$ cat src/rtl/alu_seq_pipe.sv
// Registered, handshaked ALU: ADD/SUB/AND/OR/XOR/NOT/SHL in one cycle.
// MUL is multi-cycle shift-add when ALU_SEQ_MUL_EN is defined; otherwise it returns zero.
module alu_seq_pipe #(
  parameter int WIDTH = 8,
  parameter int SHW   = 3
) (
  input  logic             clk,
  input  logic             rst_n,
  input  logic             in_valid,
  output logic             in_ready,
  input  logic [WIDTH-1:0] A,
  input  logic [WIDTH-1:0] B,
  input  logic [2:0]       ALUOp,
  output logic             out_valid,
  input  logic             out_ready,
  output logic [WIDTH-1:0] Result,
  output logic             Zero,
  output logic             Carry,
  output logic             Neg,
  output logic             Ovf
);

  typedef enum logic [2:0] {
    OP_ADD = 3'b000, OP_SUB = 3'b001, OP_AND = 3'b010, OP_OR  = 3'b011,
    OP_XOR = 3'b100, OP_NOT = 3'b101, OP_SHL = 3'b110, OP_MUL = 3'b111
  } op_e;

  typedef enum logic [1:0] {
    S_IDLE = 2'd0,
`ifdef ALU_SEQ_MUL_EN
    S_BUSY = 2'd1,
`endif
    S_DONE = 2'd2
  } state_e;

  state_e           r_state, w_state_next;
  op_e              w_op;
  logic             w_accept;
  logic             w_load_single;
  logic [WIDTH:0]   w_sum, w_diff, w_shl;
  logic [WIDTH-1:0] w_res;
  logic             w_carry, w_ovf;

  assign w_op     = op_e'(ALUOp);
  assign w_accept = in_valid & in_ready;
  assign w_sum    = {1'b0, A} + {1'b0, B};
  assign w_diff   = {1'b0, A} - {1'b0, B};
  // Bit WIDTH of the widened shift holds the last bit pushed out (0 for a zero shift).
  assign w_shl    = {1'b0, A} << B[SHW-1:0];

`ifdef ALU_SEQ_MUL_EN
  logic [2*WIDTH-1:0] r_mcand, r_acc, w_acc_next;
  logic [WIDTH-1:0]   r_mplier;
  logic [SHW-1:0]     r_cnt;
  logic               w_mul_last;

  assign w_acc_next    = r_acc + (r_mplier[0] ? r_mcand : '0);
  assign w_mul_last    = (r_state == S_BUSY) && (r_cnt == SHW'(WIDTH - 1));
  assign w_load_single = w_accept && (w_op != OP_MUL);
`else
  assign w_load_single = w_accept;
`endif

  always_comb begin
    // NOTE: every output gets a default first so no path leaves a latch behind.
    w_res   = '0;
    w_carry = 1'b0;
    w_ovf   = 1'b0;
    case (w_op)
      OP_ADD: begin
        w_res   = w_sum[WIDTH-1:0];
        w_carry = w_sum[WIDTH];
        w_ovf   = (A[WIDTH-1] == B[WIDTH-1]) && (w_sum[WIDTH-1] != A[WIDTH-1]);
      end
      OP_SUB: begin
        w_res   = w_diff[WIDTH-1:0];
        w_carry = w_diff[WIDTH];
        w_ovf   = (A[WIDTH-1] != B[WIDTH-1]) && (w_diff[WIDTH-1] != A[WIDTH-1]);
      end
      OP_AND: w_res = A & B;
      OP_OR:  w_res = A | B;
      OP_XOR: w_res = A ^ B;
      OP_NOT: w_res = ~A;
      OP_SHL: begin
        w_res   = w_shl[WIDTH-1:0];
        w_carry = w_shl[WIDTH];
      end
      default: w_res = '0;
    endcase
  end

  always_ff @(posedge clk or negedge rst_n) begin
    // NOTE: sequential state uses non-blocking assignments so all registers update together.
    if (!rst_n) r_state <= S_IDLE;
    else        r_state <= w_state_next;
  end

  always_comb begin
    w_state_next = r_state;
    case (r_state)
      S_IDLE: if (w_accept) begin
`ifdef ALU_SEQ_MUL_EN
        w_state_next = (w_op == OP_MUL) ? S_BUSY : S_DONE;
`else
        w_state_next = S_DONE;
`endif
      end
`ifdef ALU_SEQ_MUL_EN
      S_BUSY: if (w_mul_last) w_state_next = S_DONE;
`endif
      S_DONE: if (out_ready) w_state_next = S_IDLE;
      default: w_state_next = S_IDLE;
    endcase
  end

  always_comb begin
    in_ready  = (r_state == S_IDLE);
    out_valid = (r_state == S_DONE);
  end

`ifdef ALU_SEQ_MUL_EN
  always_ff @(posedge clk or negedge rst_n) begin
    if (!rst_n) begin
      r_mcand  <= '0;
      r_mplier <= '0;
      r_acc    <= '0;
      r_cnt    <= '0;
    end else if (w_accept && (w_op == OP_MUL)) begin
      r_mcand  <= {{WIDTH{1'b0}}, A};
      r_mplier <= B;
      r_acc    <= '0;
      r_cnt    <= '0;
    end else if (r_state == S_BUSY) begin
      r_acc    <= w_acc_next;
      r_mcand  <= r_mcand << 1;
      r_mplier <= r_mplier >> 1;
      r_cnt    <= r_cnt + 1'b1;
    end
  end
`endif

  // Result and flags load only on completion, so they hold through backpressure.
  always_ff @(posedge clk or negedge rst_n) begin
    if (!rst_n) begin
      Result <= '0;
      Zero   <= 1'b0;
      Carry  <= 1'b0;
      Neg    <= 1'b0;
      Ovf    <= 1'b0;
    end else if (w_load_single) begin
      Result <= w_res;
      Zero   <= (w_res == '0);
      Carry  <= w_carry;
      Neg    <= w_res[WIDTH-1];
      Ovf    <= w_ovf;
    end
`ifdef ALU_SEQ_MUL_EN
    else if (w_mul_last) begin
      Result <= w_acc_next[WIDTH-1:0];
      Zero   <= (w_acc_next[WIDTH-1:0] == '0);
      Carry  <= |w_acc_next[2*WIDTH-1:WIDTH];
      Neg    <= w_acc_next[WIDTH-1];
      Ovf    <= 1'b0;
    end
`endif
  end

endmodule

$ cat config.mk
export PLATFORM = sky130hd
export DESIGN_NAME = alu_seq_pipe
export DESIGN_NICKNAME = d
export VERILOG_FILES = /design/src/rtl/alu_seq_pipe.sv
export SDC_FILE = /design/constraint.sdc
export NUM_CORES = 1
export LEC_CHECK = 0
export ABC_AREA = 1
export BUFFER_PORTS_ARGS = -buffer_cell sky130_fd_sc_hd__buf_2
export CAP_MARGIN = 10
export CORE_MARGIN = 2
export CORE_UTILIZATION = 40
export DETAILED_ROUTE_END_ITERATION = 7
export PLACE_DENSITY = 0.66
export SLEW_MARGIN = 15
export SYNTH_ARGS = -nofsm -noshare
export SYNTH_HDL_FRONTEND = slang
export SYNTH_SLANG_ARGS = --single-unit
$ cat constraint.sdc
create_clock -name clk -period 1.3 [get_ports clk]
set_input_delay 0.195 -clock clk [delete_from_list [all_inputs] [get_ports clk]]
set_output_delay 0.195 -clock clk [all_outputs]
set_load 0.02 [all_outputs]
### Word level (Yosys, flattened, before mapping)

Index checks and enable logic that the tools add are counted.

* flip-flop bits (word level): 14
* bits in latches: 0
* bits in writable memories: 0
* ROM bits: 0
* bits of input ports: 23
* word-level logic and storage cells: 39
* memories kept: 0

* add/subtract/negate cells: 2
* $mul: 0
* div/mod/pow operators: 0
* order comparisons: 0
* equal/unequal tests: 13
* shift operators: 1
* muxes and demuxes: 6
* bitwise operators: 5
* reductions and logical operators: 6

Operators by type and width (number)
* 8-bit one-hot mux with 7 select lines: 1
* 8-bit by 8-bit adder with 9-bit output: 1
* 3-bit equality test, second input constant: 3
* 8-bit by 3-bit << shifter with 9-bit output: 1
* 8-bit by 8-bit subtractor with 9-bit output: 1
* 8-bit bitwise AND: 1
* 8-bit logical NOT: 1
* 8-bit NOT: 1
* 8-bit OR: 1
* 8-bit XOR: 1
* 3-bit by 2-bit equality test with 1-bit output, second input constant: 2
* 2-bit two-way mux: 2
* 2-bit by 1-bit != test with 1-bit output, second input constant: 2
* 2-bit one-hot mux with 2 select lines: 1
* 3-bit by 1-bit equality test with 1-bit output, second input constant: 1
* 3-bit logical NOT: 1
* 1-bit != test: 3
* 1-bit one-hot mux with 3 select lines: 1
* 2-bit equality test, second input constant: 1
* 1-bit logical AND: 2
* 2-bit logical NOT: 1
* 1-bit one-hot mux with 2 select lines: 1
* 2-bit AND reduction: 1
* 1-bit bitwise AND: 1
* 1-bit equality test: 1

### Depth between registers and ports, before layout

Gate-level depths: netlist (run 1).

* depth after elaboration: 4
* depth in mapped cells: 15

### Least setup slack after synthesis (run 1)

OpenSTA, ideal clock, no wires.

* path type: input port to flip-flop
* start: input port B[1]
* end: register Zero
* data arrival time: 1.638 ns
* data required time: 1.235 ns
* slack: -0.404 ns
* cell stages on the path: 14
* path buffers: 1
* cell sequence: buf_4 > clkinv_1 > ha_1 > inv_1 > nand2_1 > nand2_1 > nand2_1 > o21ai_0 > nand2_1 > nand3_1 > nand2_1 > nor2_1 > nand3_1 > nand2_1

* longest elaborated chain between the ends: 3
* elaborated cells on any way between the ends: 8
* those cells by class: add/sub (2); shift (1); mux (1); bitwise (3); reduce/logical (1)

Ends and longest elaborated chain
* start, declared: line 12 `input logic [WIDTH-1:0] B,`
* 8-bit by 8-bit subtractor with 9-bit output, or another cell as far along: line 47 `assign w_diff = {1'b0, A} - {1'b0, B};`
* 8-bit one-hot mux with 7 select lines (*): line 69 `case (w_op)`
* 8-bit logical NOT (*): line 152 `Zero <= (w_res == '0);`
* end signal, assigned: line 152
* end, declared: line 17 `output logic Zero,`

Every way passes the cells marked *; elsewhere a longest branch is shown, timed or not.
A chain may end at the register's enable or synchronous reset.

### Worst setup path after layout (run 1)

* start: input port A[0]
* end: register Zero

* longest elaborated chain between the ends: 3
* elaborated cells on any way between the ends: 9
* those cells by class: add/sub (2); shift (1); mux (1); bitwise (4); reduce/logical (1)

Ends and longest elaborated chain
* start, declared: line 11 `input logic [WIDTH-1:0] A,`
* 8-bit by 8-bit subtractor with 9-bit output, or another cell as far along: line 47
* 8-bit one-hot mux with 7 select lines (*): line 69
* 8-bit logical NOT (*): line 152

Marked as above.

==> metrics.txt, run 1 <==
status=complete, but fails checks; failing checks=negative setup slack; clock-pin slew on the worst setup and hold paths=about 50 ps; first-pass GRT wire length=12,940 um; hpwl dp=6080 um; worst min path class=input pin to register; GR Util All Layers=0.2680; cell taking the most area after synthesis=nand2_1; Port Buf Inserts=36; kind of critical path=input pin to register; clk sinks=12; Tcrit/Tclk final=1.199; starting density of the core=0.4148; Die Y=approximately 77 um; Iteration-0 DRC Markers=321; ys flop type=dfrtp_1; largest family of logic cells by synthesized area=simple AND/OR/NAND/NOR gates; Leak=~1.9 nW; Filler cells=430; post-synthesis simple-gate area fraction=0.4871; FF+latch area=300.3 um^2; most common cell in the netlist=nand2_1; setup slack after layout=-258.4 ps; nets@finish=about 550; Final Util=0.7259; fin. max-slew vios=0; Synth area leaders=nand2_1 20%, ha_1 15%, dfrtp_1 14%; worst reg2reg startpoint=r_state[1]; post-synthesis mux area share=0; share of post-route cells with drive strength above 1=0.5191; Worst Setup SP=A[0]; initial antenna violation count=0; critical path endpoint category=register; maximum clock rate=about 640 MHz; core area=5140 um^2; gr ovfl total=0; WL/cell=15.15 um; Die X=77.01 um; startpoint types=input pin; IO Pins=37; synthesized cell area=2132 um^2; Worst Hold Launch=out_ready; vias in the first global route=roughly 2,700; number of buffers created by CTS=3; std cell rows=26; share of synthesized flip-flops with an asynchronous set or reset=1.000; Yosys reg bits=12; largest net degree at the start of global routing=13; Synth top area share=0.2025; area of the multi-input gates=about 2000 um^2; via/cell ratio=5.263; Max VDD drop=approximately 0.5 mV; Detail Route Antenna Nets=0; Max Cap Viol=0; unrepaired setup endpoints after global routing=true; die area=about 6000 um^2; final wirelength=around 8600 um; P&R area growth vs syn=75.00%; Final GP Congestion=approximately 1.0; mean post-synth cell area=5.747 um^2; endpoints failing setup=10; CTS Buffer Depth=2; Cell Pwr Density=between 600 and 700 nW/um^2; CP max FO=4; Hold Fails Final Rpt=0; Ys Warns=0; sequential-to-total area share from yosys stat=0.1408; Cells after Synth=~370; Residual DRC=0; vias after detailed routing=approximately 3,000; Clock Latency Late Sink=240 ps; Slew @ Worst Pin=around 310 ps; CP arrival=1740 ps; Post-synth EDFFs=0; TritonCTS clock tree=yes; Adder-Cell Fraction of Synth Area=0.1655; Setup TNS Final=-1313 ps; minimum clock period=between 1500 and 2000 ps; count of different cell masters after synthesis=30; Worst Path Required=1480 ps; syn nets=421; Root Buffer Master=clkbuf_8; Relative slew margins=0.7908; compound-gate portion of the synthesized area=0.07336; Commonest cells post-synth=115 x nand2_1, 60 x nand3_1, 49 x inv_1; Initial DRT Pass Iterations=6; antenna cells=0; H-tree depth=1; clock skew=between 4 and 5 ps; Synth Area in XOR/XNOR=0
[report_power, final]
part	switching (W)	leakage, nW	internal, W
registers	0.0000372	0.149	0.000453
logic	0.000910	1.76	0.000695
clock network	0.000130	0.0288	0.000267
[final timing paths]
check,slack (ps),cells past startpoint,endpoint
max,-260,11,Zero
max reg2reg,210,5,Result[4]
min,160,2,r_state[1]
min in group asynchronous,370,2,Zero
min reg2reg,480,2,Result[6]
max in group asynchronous,720,2,Result[6]
[cell families (layout without fill, tap and decap cells)]
logic type	count (synthesis)	after routing
AND/OR/NAND/NOR	235	235
adder cells (fa/ha/maj)	27	27
AO/OA/AOI/OAI	29	29
buffers and inverters	68	194
flip-flops	12	12
[repair_timing]
| action | CTS | global route |
|---|---|---|
| endpoints found under the setup margin | 11 | 11 |
| setup buffers | 8 | 13 |
| hold buffers | 1 | 0 |
| gates cloned | 0 | 0 |
| endpoints found under the hold margin | 12 | 0 |
| pin swaps | 29 | 47 |
| gates resized for setup | 63 | 67 |
[metal layers]
layer	up-vias	wire length, um	part of all wire	global-route usage
met5	-	0	0	0
met4	0	299	0.035	0.09286
met3	36	678	0.079	0.02706
met2	153	4013	0.47	0.4491
met1	1365	3599	0.42	0.3588
li1	1430	-	-	-
[cell type report]
type                       count  area share
inverter                      56     0.06808
tap                           70     0.02347
timing repair buffer         134      0.2750
sequential                    12     0.08048
clock buffer                   4     0.01476
multi-input combinational    291      0.5382
[through the flow]
stage | setup WS (ps) | power (W) | std cells | instance area, um^2 | hold WS, ps
3_3_place_gp | -620.8 | 0.001732 | 543 | 3078 | 78.38
6_report | -258.4 | 0.002491 | 567 | 3731 | 159.6
3_5_place_dp | -657.9 | 0.001747 | 543 | 3078 | 79.20
5_1_grt | -378.3 | 0.002652 | 567 | 3731 | 177.5
4_1_cts | -219.5 | 0.002280 | 555 | 3405 | 164.2
2_1_floorplan | -286.9 | 0.001240 | 371 | 2310 | -100.6
[state kept, by name, summed over array words and instances (netlist names)]
register and cells:
Carry 1, Ovf 1, Result 8, Zero 1, r_state 1
[worst max-delay path, stage by stage]
cell     delay [ps]
buf_12          120
ha_4            160
fa_2            440
or2_4           270
nand3_2          60
nand3_2          60
nor2_2          120
nand3_1          90
nor2_1           80
nand3_1          80
nand2_1          60
[cells in the final DEF, fill, tap and decap left out, types with 2 or more instances in the layout]
cell type	count
buf_12	3
buf_4	87
ha_4	9
a21oi_1	5
dfrtp_1	12
nand2_1	88
inv_4	6
clkbuf_8	4
nand2_4	7
a21oi_2	4
nor2_4	6
ha_1	12
inv_1	28
buf_6	11
a21oi_4	2
a31oi_1	2
o21ai_0	3
o21ai_2	5
nor2_2	7
nand3_2	26
inv_2	18
nand4_1	6
nand3b_1	2
buf_2	29
ha_2	4
nand3_1	37
fa_2	2
nand2_2	20
nor3_4	2
o21ai_1	5
buf_8	2
nor2_1	30
Note: power is estimated with default switching activity, not from simulation.
==> run 2: changes to the inputs <==
--- a/config.mk
+++ b/config.mk
@@ -12,6 +12,7 @@
 export CORE_UTILIZATION = 40
 export DETAILED_ROUTE_END_ITERATION = 7
 export PLACE_DENSITY = 0.66
+export SKIP_CTS_REPAIR_TIMING = 1
 export SLEW_MARGIN = 15
 export SYNTH_ARGS = -nofsm -noshare
 export SYNTH_HDL_FRONTEND = slang
==> run 2 against run 1 <==
The flow still finishes with violations (negative setup slack). Total power shrank 3.3%. Largest power group unchanged. Sequential share of layout area increased by 0.32 points. Wire length down 7.7%. Combinational power fell by 5%. Critical path depth unchanged. Sequential power is essentially flat. Worst hold slack improved by 0.89 ps. Global-route usage decreased by 1.8 points. Via count fell by 4.8%. Final cell count decreased by 1.1%. Fmax down 0.76%. Setup slack worse by 12 ps. Critical endpoint unchanged.
==> metrics.txt, run 2 (synthesis gave the netlist of run 1 again) <==
die area=slightly below 6000 um^2; non-filler cells, final=approximately 560; crit path cell chain=buf_12 -> ha_4 -> fa_2 -> or2_4 -> nand3_2 -> nand3_2 -> nor2_2 -> nand3_1 -> nor2_1 -> nand3_1 -> nand2_1; worst reg2reg startpoint=r_state[1]; startpoint types=input pin; Die Y=just under 80 um; kind of critical path=input pin to register; Final GP Congestion=between 1 and 1.5; IO Pins=37; WP buf/inv=1; Initial DRT Pass Iterations=5; first-pass GRT wire length=12,070 um; Biggest register=Result; hpwl dp=just over 6000 um; antenna cells=0; TritonCTS clock tree=yes; commonest non-fill, non-tap cell in the layout=nand2_1; unrepaired setup endpoints after global routing=true; final wirelength=around 7900 um; Post-Place Cell Area=about 3000 um^2; critical path endpoint category=register; Tcrit/Tclk final=1.208; core area=5140 um^2; Power, Total=between 0.002 and 0.0025 W; WL/cell=14.14 um; Filler cells=roughly 440; Die X=roughly 77 um; Residual DRC=0; Worst path depth=11; Max Cap Viol=0; clock skew=roughly 3.5 ps; share of post-route cells with drive strength above 1=0.4807; Cell Pwr Density=approximately 670 nW/um^2; Hold Fails Final Rpt=0; Worst Path Required=approximately 1500 ps; FF-to-FF path depth=5; via/cell ratio=between 5 and 6; clock-pin slew on the worst setup and hold paths=approximately 50 ps; status=complete, but fails checks; Max VDD drop=~0.51 mV; initial antenna violation count=0; Detail Route Antenna Nets=0; CP arrival=between 1500 and 2000 ps; minimum clock period=between 1500 and 2000 ps; Slew @ Worst Pin=between 300 and 400 ps; GR Util All Layers=0.2502; CP max FO=4; most frequent cells in the layout=90 x nand2_1, 84 x buf_4, 44 x nand3_1, 32 x nor2_1; Port Buf Inserts=36; P&R area growth vs syn=68.25%; largest net degree at the start of global routing=13; maximum clock rate=between 600 and 700 MHz; clk sinks=12; Leak=~1.9 nW; gr ovfl total=0; endpoints failing setup=10; Clock Latency Late Sink=240 ps; CTS Buffer Depth=2; H-tree depth=1; Root Buffer Master=clkbuf_8; Worst Setup EP=Zero; dpl cells=543; Top delay family on crit path=simple AND/OR/NAND/NOR gates; number of buffers created by CTS=3; vias after detailed routing=about 2,800; Relative slew margins=0.7903; slowest stage delay, CP=between 400 and 500 ps; Worst Setup SP=A[0]; slowest cell on the critical path=fa_2; failing checks=negative setup slack; Iteration-0 DRC Markers=about 280; reg2reg end=Result[4]; fin. max-slew vios=0; vias in the first global route=approximately 2,500; starting density of the core=0.4148; worst reg2reg setup slack=~200 ps; max FFs per register=8; post-route cell area=3587 um^2; nets@finish=542; setup slack after layout=-270.3 ps; worst min path class=input pin to register; std cell rows=26
run 2: layout make-up:
type | instances | area (um^2) | share of cell area
Multi-Input combinational cell | 291 | 1936 | 0.5396
Sequential cell | 12 | 300.3 | 0.08371
Clock buffer | 4 | 55.05 | 0.01535
Tap cell | 70 | 87.58 | 0.02442
Timing Repair Buffer | 128 | 958.4 | 0.2672
Inverter | 56 | 250.2 | 0.06976
run 2: power by group:
part / switching [W] / leakage [nW] / total (W) / internal [W]
Combinational: 0.000860 / 1.70 / 0.00152 / 0.000661
Sequential: 0.0000372 / 0.149 / 0.000490 / 0.000453
Clock: 0.000129 / 0.0288 / 0.000396 / 0.000267
Total: 0.00103 / 1.88 / 0.00241 / 0.00138
run 2: layer usage:
layer  track usage  wire length, um
met5             0                0
met4       0.06071              197
met3       0.01529              496
met2        0.4219             3705
met1        0.3494             3531
run 2: worst reg2reg max path, delay by kind of cell, from the launching register on:
kind	cells	cell delay (ps)
compound gates	1	160
simple gates	1	90
buf+inv	3	410
flops	1	330
run 2: how the worst min path moves through the flow:
stage	from	endpoint	slack, ps	depth (start not counted)
after global placement	rst_n	Result[1]	80	1
after CTS	rst_n	Zero	-180	1
after floorplan	rst_n	Carry	-100	0
after detailed placement	rst_n	Result[3]	80	1
after global routing	out_ready	r_state[1]	180	2
final	out_ready	r_state[1]	160	2
run 2: through the flow:
step                setup WS [ps]  utilization  TNS, ps  hold slack [ps]
detailed placement         -657.9       0.5988    -5275            79.20
finish                     -270.3       0.6979    -1552            160.5
global route               -396.4       0.6979    -2183            177.5
floorplan                  -286.9            -    -1271           -100.6
global placement           -620.8       0.5988    -4944            78.38
CTS                        -412.5       0.6095    -2557           -176.2
==> run 3: changes to the inputs <==
--- a/config.mk
+++ b/config.mk
@@ -6,7 +6,7 @@
 export NUM_CORES = 1
 export LEC_CHECK = 0
 export ABC_AREA = 1
-export BUFFER_PORTS_ARGS = -buffer_cell sky130_fd_sc_hd__buf_2
+export BUFFER_PORTS_ARGS = -buffer_cell sky130_fd_sc_hd__buf_4
 export CAP_MARGIN = 10
 export CORE_MARGIN = 2
 export CORE_UTILIZATION = 40
==> constraint.sdc (replaced) <==
create_clock -name clk -period 1.85 [get_ports clk]
set_input_delay 0.2775 -clock clk [delete_from_list [all_inputs] [get_ports clk]]
set_output_delay 0.2775 -clock clk [all_outputs]
set_load 0.02 [all_outputs]
==> run 3 against run 2 <==
The flow now finishes without violations. Via count shrank 9.4%. Clock skew fell by 2.2 ps. Clock power down 27%. Register-to-register slack better by 360 ps. Wire length down 16%. Global-route usage down 2.3 points. Critical path type unchanged. Largest cell class unchanged. Highest routed layer unchanged.
==> metrics.txt, run 3 (synthesis gave the netlist of run 1 again) <==
post-route cell area=around 2800 um^2; vias in the first global route=between 2,000 and 2,500; Biggest register=Result; clock skew=between 1 and 1.5 ps; antenna cells=0; number of buffers created by CTS=3; Root Buffer Master=clkbuf_8; maximum clock rate=between 500 and 600 MHz; Slew @ Worst Pin=between 300 and 400 ps; TritonCTS clock tree=yes; CP arrival=approximately 1900 ps; Int Pwr=0.0008605 W; minimum clock period=~1800 ps; Post-Place Cell Area=approximately 2700 um^2; via/cell ratio=5.004; Filler cells=between 500 and 600; vias after detailed routing=between 2,000 and 3,000; Die Y=between 70 and 80 um; Tcrit/Tclk final=0.9508; CP max FO=4; non-filler cells, final=about 500; Iteration-0 DRC Markers=190; status=completed; Relative slew margins=0.7348; commonest non-fill, non-tap cell in the layout=nand2_1; Clk network pwr share=0.195; CTS Buffer Depth=2; Worst Path Required=approximately 2000 ps; combinational share of power=0.569; Hold Fails Final Rpt=0; endpoints failing setup=0; kind of critical path=input pin to register; Final GP Congestion=~1.0; gr ovfl total=0; sequential power share=0.236; Residual DRC=0; Power, Total=about 0.0015 W; Clock Latency Late Sink=between 200 and 250 ps; IO Pins=37; Sw Share=0.4176; largest net degree at the start of global routing=14; hpwl dp=between 5000 and 6000 um; Die X=about 77 um; most frequent cells in the layout=114 x nand2_1, 80 x buf_4, 60 x nand3_1, 47 x inv_1, 36 x nor2_1; clock-pin slew on the worst setup and hold paths=approximately 50 ps; worst hold slack=between 200 and 250 ps; fin. max-slew vios=0; final wirelength=around 6700 um; max FFs per register=8; Cell Pwr Density=519.5 nW/um^2; Max Cap Viol=0; startpoint types=input pin; Port Buf Inserts=36; GR Util All Layers=0.2272; Detail Route Antenna Nets=0; WL/cell=around 13 um; core area=about 5100 um^2; critical path endpoint category=register; H-tree depth=1; starting density of the core=0.4148; FF+latch area=about 300 um^2; first-pass GRT wire length=~11,000 um; clk sinks=12; die area=about 5900 um^2; std cell rows=26; Switch Pwr=0.0006169 W; worst min path class=input pin to register; Max VDD drop=a little under 0.4 mV; initial antenna violation count=0; share of post-route cells with drive strength above 1=0.2432; Leak=1.600 nW; P&R area growth vs syn=33.39%; nets@finish=just under 500; dpl cells=508; area of the multi-input gates=about 1600 um^2; Initial DRT Pass Iterations=5
[run 3: final cells by class]
type / instances / area share
Clock buffer: 4 / 0.01936
Sequential cell: 12 / 0.1056
Tap cell: 70 / 0.03080
Timing Repair Buffer: 81 / 0.2147
Inverter: 56 / 0.07391
Multi-Input combinational cell: 291 / 0.5557
[run 3: routing by layer]
layer	track usage	up-vias	wire [um]
met2	0.3386	105	2843
met3	0.02235	17	414
met4	0.09464	0	178
met5	0	-	0
met1	0.3324	1121	3242
li1	-	1329	-
[run 3: critical path, stage by stage]
cell	delay, ps
buf_4	110
inv_2	50
ha_4	160
fa_2	510
inv_1	40
nand4_1	80
nand2_1	70
nor2_2	120
nand2_1	60
nor2_1	140
nand3_1	90
nor2_1	110
nand3_1	70
nand2_1	60
[run 3: final timing paths]
path / depth (start not counted) / start / end / slack [ps]
max: 14 / A[0] / Zero / 90
max in group asynchronous: 2 / rst_n / Result[5] / 1290
min in group asynchronous: 2 / rst_n / Result[1] / 410
min: 2 / out_ready / r_state[1] / 230
max reg2reg: 6 / r_state[1] / Carry / 560
min reg2reg: 2 / Zero / Zero / 480
[run 3: power groups by stage]
| stage | registers [W] | logic [W] | clock network, W |
|---|---|---|---|
| 2_1_floorplan | 0.000422 | 0.000398 | 0 |
| 3_3_place_gp | 0.000352 | 0.000808 | 0 |
| 3_5_place_dp | 0.000355 | 0.000814 | 0 |
| 4_1_cts | 0.000350 | 0.000818 | 0.000291 |
| 5_1_grt | 0.000356 | 0.000925 | 0.000303 |
| 6_report | 0.000349 | 0.000840 | 0.000288 |
[run 3: per-stage QoR]
stage                       util  TNS (ps)  setup WS, ps
after global routing      0.5533    -20.70        -20.70
final                     0.5533         0         90.97
after detailed placement  0.5329    -569.3        -150.1
after global placement    0.5329    -345.9        -119.7
after CTS                 0.5436         0         96.51
after floorplan                -         0         63.81
